## config.mk

```make
export PLATFORM = sky130hd
export DESIGN_NAME = uart_tx_ser_flat
export DESIGN_NICKNAME = d
export VERILOG_FILES = /design/src/rtl/uart_tx_if.sv /design/src/rtl/uart_tx_ser.sv /design/src/flat_wrapper.sv
export SDC_FILE = /design/constraint.sdc
export NUM_CORES = 1
export LEC_CHECK = 0
export ABC_AREA = 1
export CAP_MARGIN = 5
export CORE_MARGIN = 1
export CORE_UTILIZATION = 40
export CTS_CLUSTER_DIAMETER = 100
export DETAILED_ROUTE_END_ITERATION = 16
export PLACE_DENSITY_LB_ADDON = 0.05
export SYNTH_ARGS = -nofsm -noshare
export SYNTH_HDL_FRONTEND = slang
export SYNTH_SLANG_ARGS = --single-unit
export TNS_END_PERCENT = 30
```

## constraint.sdc

```tcl
create_clock -name clk -period 1.9 [get_ports clk]
set_clock_uncertainty 0.15 [all_clocks]
set_input_delay 0.19 -clock clk [delete_from_list [all_inputs] [get_ports clk]]
set_output_delay 0.19 -clock clk [all_outputs]
set_load 0.01 [all_outputs]
```

## src/rtl/uart_tx_if.sv

```systemverilog
// uart_tx_if: valid/ready word handshake between a byte source and the UART transmitter
interface uart_tx_if #(parameter int DATA_BITS = 8);
  logic                 tx_valid;
  logic [DATA_BITS-1:0] tx_data;
  logic                 tx_ready;
  modport master (output tx_valid, output tx_data, input tx_ready);
  modport slave (input tx_valid, input tx_data, output tx_ready);
endinterface

```

## src/rtl/uart_tx_ser.sv

```systemverilog
// uart_tx_ser: UART frame serializer (start, data LSB first, optional even parity, stop); falling-edge clocked.
// Define UART_TX_PARITY_EN to insert the parity bit after the data bits.
module uart_tx_ser #(
  parameter int CLKS_PER_BIT = 16,
  parameter int DATA_BITS    = 8
) (
  input  logic     clk,
  input  logic     rst,
  uart_tx_if.slave bus,
  output logic     tx,
  output logic     busy,
  output logic     tx_done
);
  localparam int BW = $clog2(CLKS_PER_BIT);
  localparam int CW = $clog2(DATA_BITS);
  localparam logic [BW-1:0] BAUD_LAST = BW'(CLKS_PER_BIT - 1);
  localparam logic [CW-1:0] BIT_LAST  = CW'(DATA_BITS - 1);
`ifdef UART_TX_PARITY_EN
  typedef enum logic [2:0] {IDLE, START, DATA, PARITY, STOP} state_t;
  logic par;
`else
  typedef enum logic [2:0] {IDLE, START, DATA, STOP} state_t;
`endif
  state_t               state, state_n;
  logic [BW-1:0]        baud, baud_n;
  logic [CW-1:0]        bit_cnt, bit_n;
  logic [DATA_BITS-1:0] shift, shift_n;
  logic                 tx_n, last;
  assign last         = baud == BAUD_LAST;
  assign bus.tx_ready = state == IDLE;
  assign busy         = state != IDLE;
  assign tx_done      = state == STOP && last;
  always_ff @(negedge clk or negedge rst)
    if (!rst) begin
      state   <= IDLE;
      baud    <= '0;
      bit_cnt <= '0;
      shift   <= '0;
      tx      <= 1'b1;
    end else begin
      state   <= state_n;
      baud    <= baud_n;
      bit_cnt <= bit_n;
      shift   <= shift_n;
      tx      <= tx_n;
    end
`ifdef UART_TX_PARITY_EN
  always_ff @(negedge clk or negedge rst)
    if (!rst) par <= 1'b0;
    else if (state == IDLE && bus.tx_valid) par <= ^bus.tx_data;
`endif
  always_comb begin
    state_n = state;
    bit_n   = bit_cnt;
    shift_n = shift;
    baud_n  = (state == IDLE || last) ? '0 : baud + 1'b1;
    unique case (state)
      IDLE:
        if (bus.tx_valid) begin
          state_n = START;
          shift_n = bus.tx_data;
        end
      START: state_n = last ? DATA : START;
      DATA:
        if (last) begin
          shift_n = shift >> 1;
          bit_n   = bit_cnt == BIT_LAST ? '0 : bit_cnt + 1'b1;
`ifdef UART_TX_PARITY_EN
          state_n = bit_cnt == BIT_LAST ? PARITY : DATA;
`else
          state_n = bit_cnt == BIT_LAST ? STOP : DATA;
`endif
        end
`ifdef UART_TX_PARITY_EN
      PARITY: state_n = last ? STOP : PARITY;
`endif
      STOP: state_n = last ? IDLE : STOP;
      default: state_n = IDLE;
    endcase
    // tx is registered from the next state so the start bit appears on the accept edge
    tx_n = 1'b1;
    if (state_n == START) tx_n = 1'b0;
    else if (state_n == DATA) tx_n = shift_n[0];
`ifdef UART_TX_PARITY_EN
    else if (state_n == PARITY) tx_n = par;
`endif
  end
endmodule

```

## src/flat_wrapper.sv

```systemverilog
// flat-port wrapper written by rule: the top's interface ports become plain ports
module uart_tx_ser_flat 
#(
  parameter int CLKS_PER_BIT = 16,
  parameter int DATA_BITS    = 8
)
  (clk, rst, tx, busy, tx_done, bus_tx_valid, bus_tx_data, bus_tx_ready);
  uart_tx_if #(.DATA_BITS(DATA_BITS)) bus_i ();
  input  logic clk;
  input  logic rst;
  output logic tx;
  output logic busy;
  output logic tx_done;
  input wire logic [$bits(bus_i.tx_valid)-1:0] bus_tx_valid;
  input wire logic [$bits(bus_i.tx_data)-1:0] bus_tx_data;
  output wire logic [$bits(bus_i.tx_ready)-1:0] bus_tx_ready;
  assign bus_i.tx_valid = bus_tx_valid;
  assign bus_i.tx_data = bus_tx_data;
  assign bus_tx_ready = bus_i.tx_ready;
  uart_tx_ser #(.CLKS_PER_BIT(CLKS_PER_BIT), .DATA_BITS(DATA_BITS)) u_core (.clk(clk), .rst(rst), .bus(bus_i), .tx(tx), .busy(busy), .tx_done(tx_done));
endmodule
```

==> metrics.txt <==
status=complete, but fails checks; failing checks=negative setup slack; number of global-route vias before repair=about 800; worst hold path endpoint=u_core.bit_cnt[2]; RSZ-0062 raised after global routing=true; total of buffers placed on input and output ports=14; die extent in y=between 50 and 60 um; count leader, synth=sky130_fd_sc_hd__nand2_1; capturing point of the worst reg2reg path=u_core.shift[4]; area of the die=roughly 2500 um2; clock tree from TritonCTS=built; wire length of the first global-routing pass=approximately 3300 um; placeable core region=around 2200 um2; routed wire length per instance=11.2 um; number of sinks handled by clock tree synthesis=19; hold crit path type=reg2reg; insertion delay to the later sink of the worst-skew pair=~0.29 ns; top flip-flop cell by instance count after synthesis=sky130_fd_sc_hd__dfrtn_1; cell taking the most area after synthesis=sky130_fd_sc_hd__dfrtn_1; Fin Hold WS=0.284 ns; number of iterations in the first detailed-routing pass=3; total count of hold-check failures in the final report=0; HPWL reported at the end of detailed placement=~1400 um; H-tree levels=1; synthesized instance count=around 100; Clk pwr share=between 20% and 30%; Post-synth EDFFs=0; post-CTS clock slew at the launch and capture registers of the worst setup and hold paths=0.07 ns; clock root buffer master=sky130_fd_sc_hd__clkbuf_4; average via count per standard cell=4.73; power per cell area=753 nW/um2; area of the multi-input gates=approximately 430 um2; Hold Path Stages=2; signal arrival time at the worst endpoint=around 2.2 ns; Final Net Count=~150; syn_area_per_cell=9.11 um2; launch point of the worst reg-to-reg path=u_core.baud[0]; Layout Utilization=between 50% and 60%; count of pins over their slew limit=0; maximum net fanout on the critical path=2; leading cell types by total area after synthesis=sky130_fd_sc_hd__dfrtn_1, sky130_fd_sc_hd__nand2_1, sky130_fd_sc_hd__nand3_1; slowest cell on the critical path=sky130_fd_sc_hd__dfrtn_1; Clock Path Buffers=2; Critical path buffers and inverters=1; category of cells accounting for the largest share of critical-path delay=flip-flops; 1st-iter DRT viols=7; antenna violations before repair=0; async set or reset register ratio after synthesis=100%; global route overflow=0; pin count of the biggest net entering global routing=15; post-placement worst setup slack=-0.790 ns; placed cell area=about 1200 um2; power share of the sequential group=between 50% and 60%; total wire length=~1900 um; Yosys cell types=24; number of I/O pins=15; net switching share of the total power=28.9%; slowest cell delay on critical path=about 0.43 ns; Synth top cells by count=sky130_fd_sc_hd__nand2_1, sky130_fd_sc_hd__dfrtn_1, sky130_fd_sc_hd__nand3_1; worst vdd ir=approximately 0.0004 V; aggregate global-route resource usage=around 18%; Antenna Diode Count=0; setup slack of the most critical reg-to-reg path=between 0.2 and 0.25 ns; sequential fraction of the synthesis area=between 50% and 60%; Sw Pwr=about 0.29 mW; area of the mapped netlist=just over 900 um2; share of layout cells above drive strength 1=about a third; Final setup viols=4; count of synthesis-stage warnings from yosys=0; aggregate negative setup slack=-1.97 ns; flip-flop and latch area=around 480 um2; internal power of the cells=roughly 0.70 mW; Leakage=around 0.68 nW; GPL Wtd Cong=about 0.79; drc violations=0; series of cell instances along the critical path=ha_2 > nand3_4 > nor4_4 > buf_2; type of the worst setup path=reg2out; summed area of non-filler cells in the final layout=1310 um2; startpoint types=register; number of storage elements in the synthesis netlist=19; hold wc startpoint=u_core.bit_cnt[2]; combinational share of power=25.6%; Max Cap Viol=0; number of routed nets with antenna violations=0; endpoint kind of the worst setup timing path=primary output; number of buffers created by CTS=3; syn nets=about 120; smallest setup slack after layout=-0.682 ns; r2r worst-path depth=7; Die X=50.2 um; data required time at the worst endpoint=approximately 1.6 ns; synthesis-to-finish area growth=41.2%; number of rows created at floorplan=17; Starting Density=a little over two fifths; via count=785; fraction of post-synthesis cell area in the top cell type by area=between 40% and 50%; layout filler cell count=around 210
-- per-stage QoR --
step	instances	power, mW
after global routing	166	1.06
after global placement	159	0.765
after CTS	166	0.999
after detailed placement	159	0.772
final	166	0.989
after floorplan	102	0.645
-- registers in the layout, summed over array words and instances, names as in the netlist --
| name | flops |
|---|---|
| u_core.baud | 4 |
| u_core.bit_cnt | 3 |
| u_core.tx | 1 |
| u_core.state | 3 |
| u_core.shift | 8 |
-- cell type report --
class | count | area share [%]
Sequential cell | 19 | 36.3
Tap cell | 28 | 2.67
Clock inverter | 1 | 0.286
Clock buffer | 4 | 2.00
Inverter | 11 | 3.34
Timing Repair Buffer | 33 | 22.3
Multi-Input combinational cell | 70 | 33.1
-- what timing repair did --
action                     in CTS  in global routing
buffers inserted                3                  0
setup endpoints to repair      14                 11
gates cloned                    0                  0
gates resized for setup        22                  6
hold buffers                    0                  0
pin swaps                       3                  1
-- cells in the final DEF, fill, tap and decap left out --
| master | n |
|---|---|
| sky130_fd_sc_hd__nand4_1 | 1 |
| sky130_fd_sc_hd__clkdlybuf4s50_1 | 9 |
| sky130_fd_sc_hd__a22oi_1 | 4 |
| sky130_fd_sc_hd__clkbuf_2 | 1 |
| sky130_fd_sc_hd__buf_6 | 4 |
| sky130_fd_sc_hd__nand2_2 | 2 |
| sky130_fd_sc_hd__inv_1 | 8 |
| sky130_fd_sc_hd__buf_4 | 17 |
| sky130_fd_sc_hd__nor2_4 | 2 |
| sky130_fd_sc_hd__xor2_1 | 1 |
| sky130_fd_sc_hd__xnor2_1 | 1 |
| sky130_fd_sc_hd__ha_2 | 1 |
| sky130_fd_sc_hd__nor4_4 | 1 |
| sky130_fd_sc_hd__buf_12 | 1 |
| sky130_fd_sc_hd__o21ai_0 | 2 |
| sky130_fd_sc_hd__dfstp_2 | 1 |
| sky130_fd_sc_hd__conb_1 | 1 |
| sky130_fd_sc_hd__a22oi_2 | 2 |
| sky130_fd_sc_hd__buf_2 | 1 |
| sky130_fd_sc_hd__nand3_4 | 2 |
| sky130_fd_sc_hd__nand2_1 | 25 |
| sky130_fd_sc_hd__clkbuf_1 | 1 |
| sky130_fd_sc_hd__dfrtn_1 | 18 |
| sky130_fd_sc_hd__ha_1 | 2 |
| sky130_fd_sc_hd__o21ai_2 | 1 |
| sky130_fd_sc_hd__clkbuf_4 | 3 |
| sky130_fd_sc_hd__inv_2 | 3 |
| sky130_fd_sc_hd__nand3_1 | 12 |
| sky130_fd_sc_hd__a21oi_2 | 1 |
| sky130_fd_sc_hd__nor3_1 | 1 |
| sky130_fd_sc_hd__inv_4 | 1 |
| sky130_fd_sc_hd__o21a_1 | 1 |
| sky130_fd_sc_hd__nor2_1 | 7 |
-- per-layer routing --
metal	up-vias	wire length (um)	GRT usage, %
met1	365	833	21.2
met5	-	0	0
met3	2	58	3.64
li1	405	-	-
met4	0	14	8.57
met2	13	954	31.6
-- worst min-delay path, cell delays in order (launching register included) --
cell and delay, ns:
sky130_fd_sc_hd__dfrtn_1 0.42, sky130_fd_sc_hd__nand2_1 0.06, sky130_fd_sc_hd__nand2_1 0.05
-- power groups by stage --
stage          combinational [mW]  sequential, mW  clock, mW
4_1_cts                     0.253           0.521      0.226
2_1_floorplan               0.112           0.527    0.00659
3_5_place_dp                0.239           0.527    0.00659
3_3_place_gp                0.235           0.524    0.00659
6_report                    0.253           0.521      0.215
5_1_grt                     0.292           0.528      0.238
-- how the worst max path moves through the flow --
stage,from,to,slack (ns),depth (start not counted)
floorplan,u_core.baud[0],tx_done,-0.36,3
global placement,u_core.baud[0],tx_done,-0.77,4
detailed placement,u_core.baud[0],tx_done,-0.79,4
CTS,u_core.baud[1],tx_done,-0.71,4
global route,u_core.baud[0],tx_done,-0.75,4
finish,u_core.baud[0],tx_done,-0.68,4
-- cells by family (layout without fill, tap and decap cells) --
| kind of cell | Yosys count | count (layout) | share of synthesized area [%] |
|---|---|---|---|
| adder cells (fa/ha/maj) | 3 | 3 | 4.04 |
| XOR/XNOR | 2 | 2 | 1.88 |
| AND/OR/NAND/NOR | 53 | 53 | 27.7 |
| flip-flops | 19 | 19 | 51.3 |
| other | 1 | 1 | 0.403 |
| buffers and inverters | 13 | 49 | 6.06 |
| AO/OA/AOI/OAI | 11 | 11 | 8.61 |
(Power assumes the default switching activity.)
==> patch: new RTL, same flow settings <==
Build with the macro `UART_TX_PARITY_EN` defined.
--- a/src/rtl/uart_tx_ser.sv
+++ b/src/rtl/uart_tx_ser.sv
@@ -1,5 +1,7 @@
 // uart_tx_ser: UART frame serializer (start, data LSB first, optional even parity, stop); falling-edge clocked.
 // Define UART_TX_PARITY_EN to insert the parity bit after the data bits.
+`define UART_TX_PARITY_EN
+
 module uart_tx_ser #(
   parameter int CLKS_PER_BIT = 16,
   parameter int DATA_BITS    = 8
Behaviour: same outputs for any inputs over 10 cycles, from zero or initial values and one cycle with rst low; that may be too few to reach the edited logic, so the function may still have changed.
==> patch against the original RTL <==
Critical endpoint unchanged. Highest routed layer unchanged. The run still ends with negative setup slack left. Synthesized area rose by 17%. Global-route usage rose by 0.35 points. Sequential share of layout area fell by 3.3 points. Worst setup slack improved by 0.12 ns. Count of clock-buffer cells in the layout fell by 1. Sequential cell count rose by 1. Design area rose by 16%. Routed wire length rose by 16%. First-iteration DRC count rose by 43%.
Power is not compared: it rests on default switching activity, and its combinational part moved more than twofold at a synthesized area within 25%.
==> patch: results (changes against the original RTL) <==
| Metric | Value |
|---|---|
| Crit-path max FO | `2 (unchanged)` |
| GR Layer Usage met1 | `0.228 (+0.0168)` |
| Failing checks | `negative setup slack` |
| Post-DP HPWL | `1.64 mm (+14%)` |
| Synth Area in XOR/XNOR | `0.0484 (+0.0296)` |
| Met3 WL | `60 um (+3.4%)` |
| Post-CTS sizing | `28 (+27%)` |
| Syn Nets | `143 (+23%)` |
| Worst Path Arrival | `2.13 ns (-0.11 ns)` |
| Largest net degree at the start of global routing | `19 (+4)` |
| Worst R2R Setup Slack | `0.17 ns (-0.05 ns)` |
| Met2 WL | `1.01 mm (+6.2%)` |
| Met3 Usage GRT | `0.0508 (+0.0145)` |
| First DRT Iteration DRCs | `10 (+3)` |
| Critical R2R Capture | `u_core.shift[6]` |
| Clk_lat worst skew | `0.30 ns` |
| Critical path's slowest cell | `dfrtn_1` |
| Min-delay src | `u_core.par` |
| Router iterations before antenna repair | `4 (+1)` |
| Setup TNS | `-2.06 ns (-0.0928 ns)` |
| Via count | `942 (+20%)` |
| Ranking of synthesized cells by area | `dfrtn_1 44%, nand2_1 15%, inv_1 5.2%` |
| Yosys cell types | `23 (-4.2%)` |
| WL met1 | `1.05 mm (+26%)` |
| Clock tree root driver cell | `clkbuf_4` |
| Outcome | `finished, violations left` |
| Post-Synth Adder-Cell Area | `0.0346 (-0.00577)` |
| CTS Hold Bufs | `0 (unchanged)` |
| Met2 Track Usage GR | `0.302 (-0.0131)` |
| Commonest cells post-synth | `43 x nand2_1, 19 x dfrtn_1, 15 x inv_1` |
| Post-CTS Setup Inserts | `2 (-1)` |
| Gr usage total | `0.185 (+0.00346)` |
| CP peak stage delay | `0.46 ns (+0.03 ns)` |
| Pre-CTS setup slack | `-0.662 ns (+0.128 ns)` |
| IO buf count | `14 (unchanged)` |
| Gpl congestion | `0.706 (-10%)` |
| Setup violators final | `5 (+1)` |
| # fillers | `221 (+4.7%)` |
| Worst Hold End | `u_core.par` |
| Final wirelength | `2.16 mm (+16%)` |
| Nets@finish | `188 (+23%)` |
| Share of layout cells above drive strength 1 | `0.289 (-0.0298)` |
| Final worst-path setup slack | `-0.566 ns (+0.116 ns)` |
| First-pass GRT wire length | `3.76 mm (+12%)` |
| Fin Hold WS | `0.279 ns (-0.00523 ns)` |
| Sequential-to-total area share from yosys stat | `0.463 (-0.0503)` |
-- patch: metrics by stage --
step                cells  cell area [sq um]
floorplan             129               1100
global placement      195               1460
detailed placement    195               1460
CTS                   201               1500
global route          203               1520
finish                203               1520
-- patch: power by group through the flow --
| stage | registers [mW] | logic (mW) | clock network, mW |
|---|---|---|---|
| 2_1_floorplan | 0.436 | 0.0285 | 0.00659 |
| 3_3_place_gp | 0.436 | 0.0814 | 0.00659 |
| 3_5_place_dp | 0.436 | 0.0838 | 0.00659 |
| 4_1_cts | 0.428 | 0.0805 | 0.224 |
| 5_1_grt | 0.428 | 0.0889 | 0.250 |
| 6_report | 0.428 | 0.0780 | 0.214 |
-- patch: layout make-up --
type	count	area, sq um	area share
well taps	30	37.5	0.0247
flip-flops and latches	20	502	0.330
clock inverters	2	7.51	0.00493
clock buffers	3	22.5	0.0148
inverters	16	62.6	0.0411
repair buffers	41	359	0.236
multi-input cells	91	531	0.349
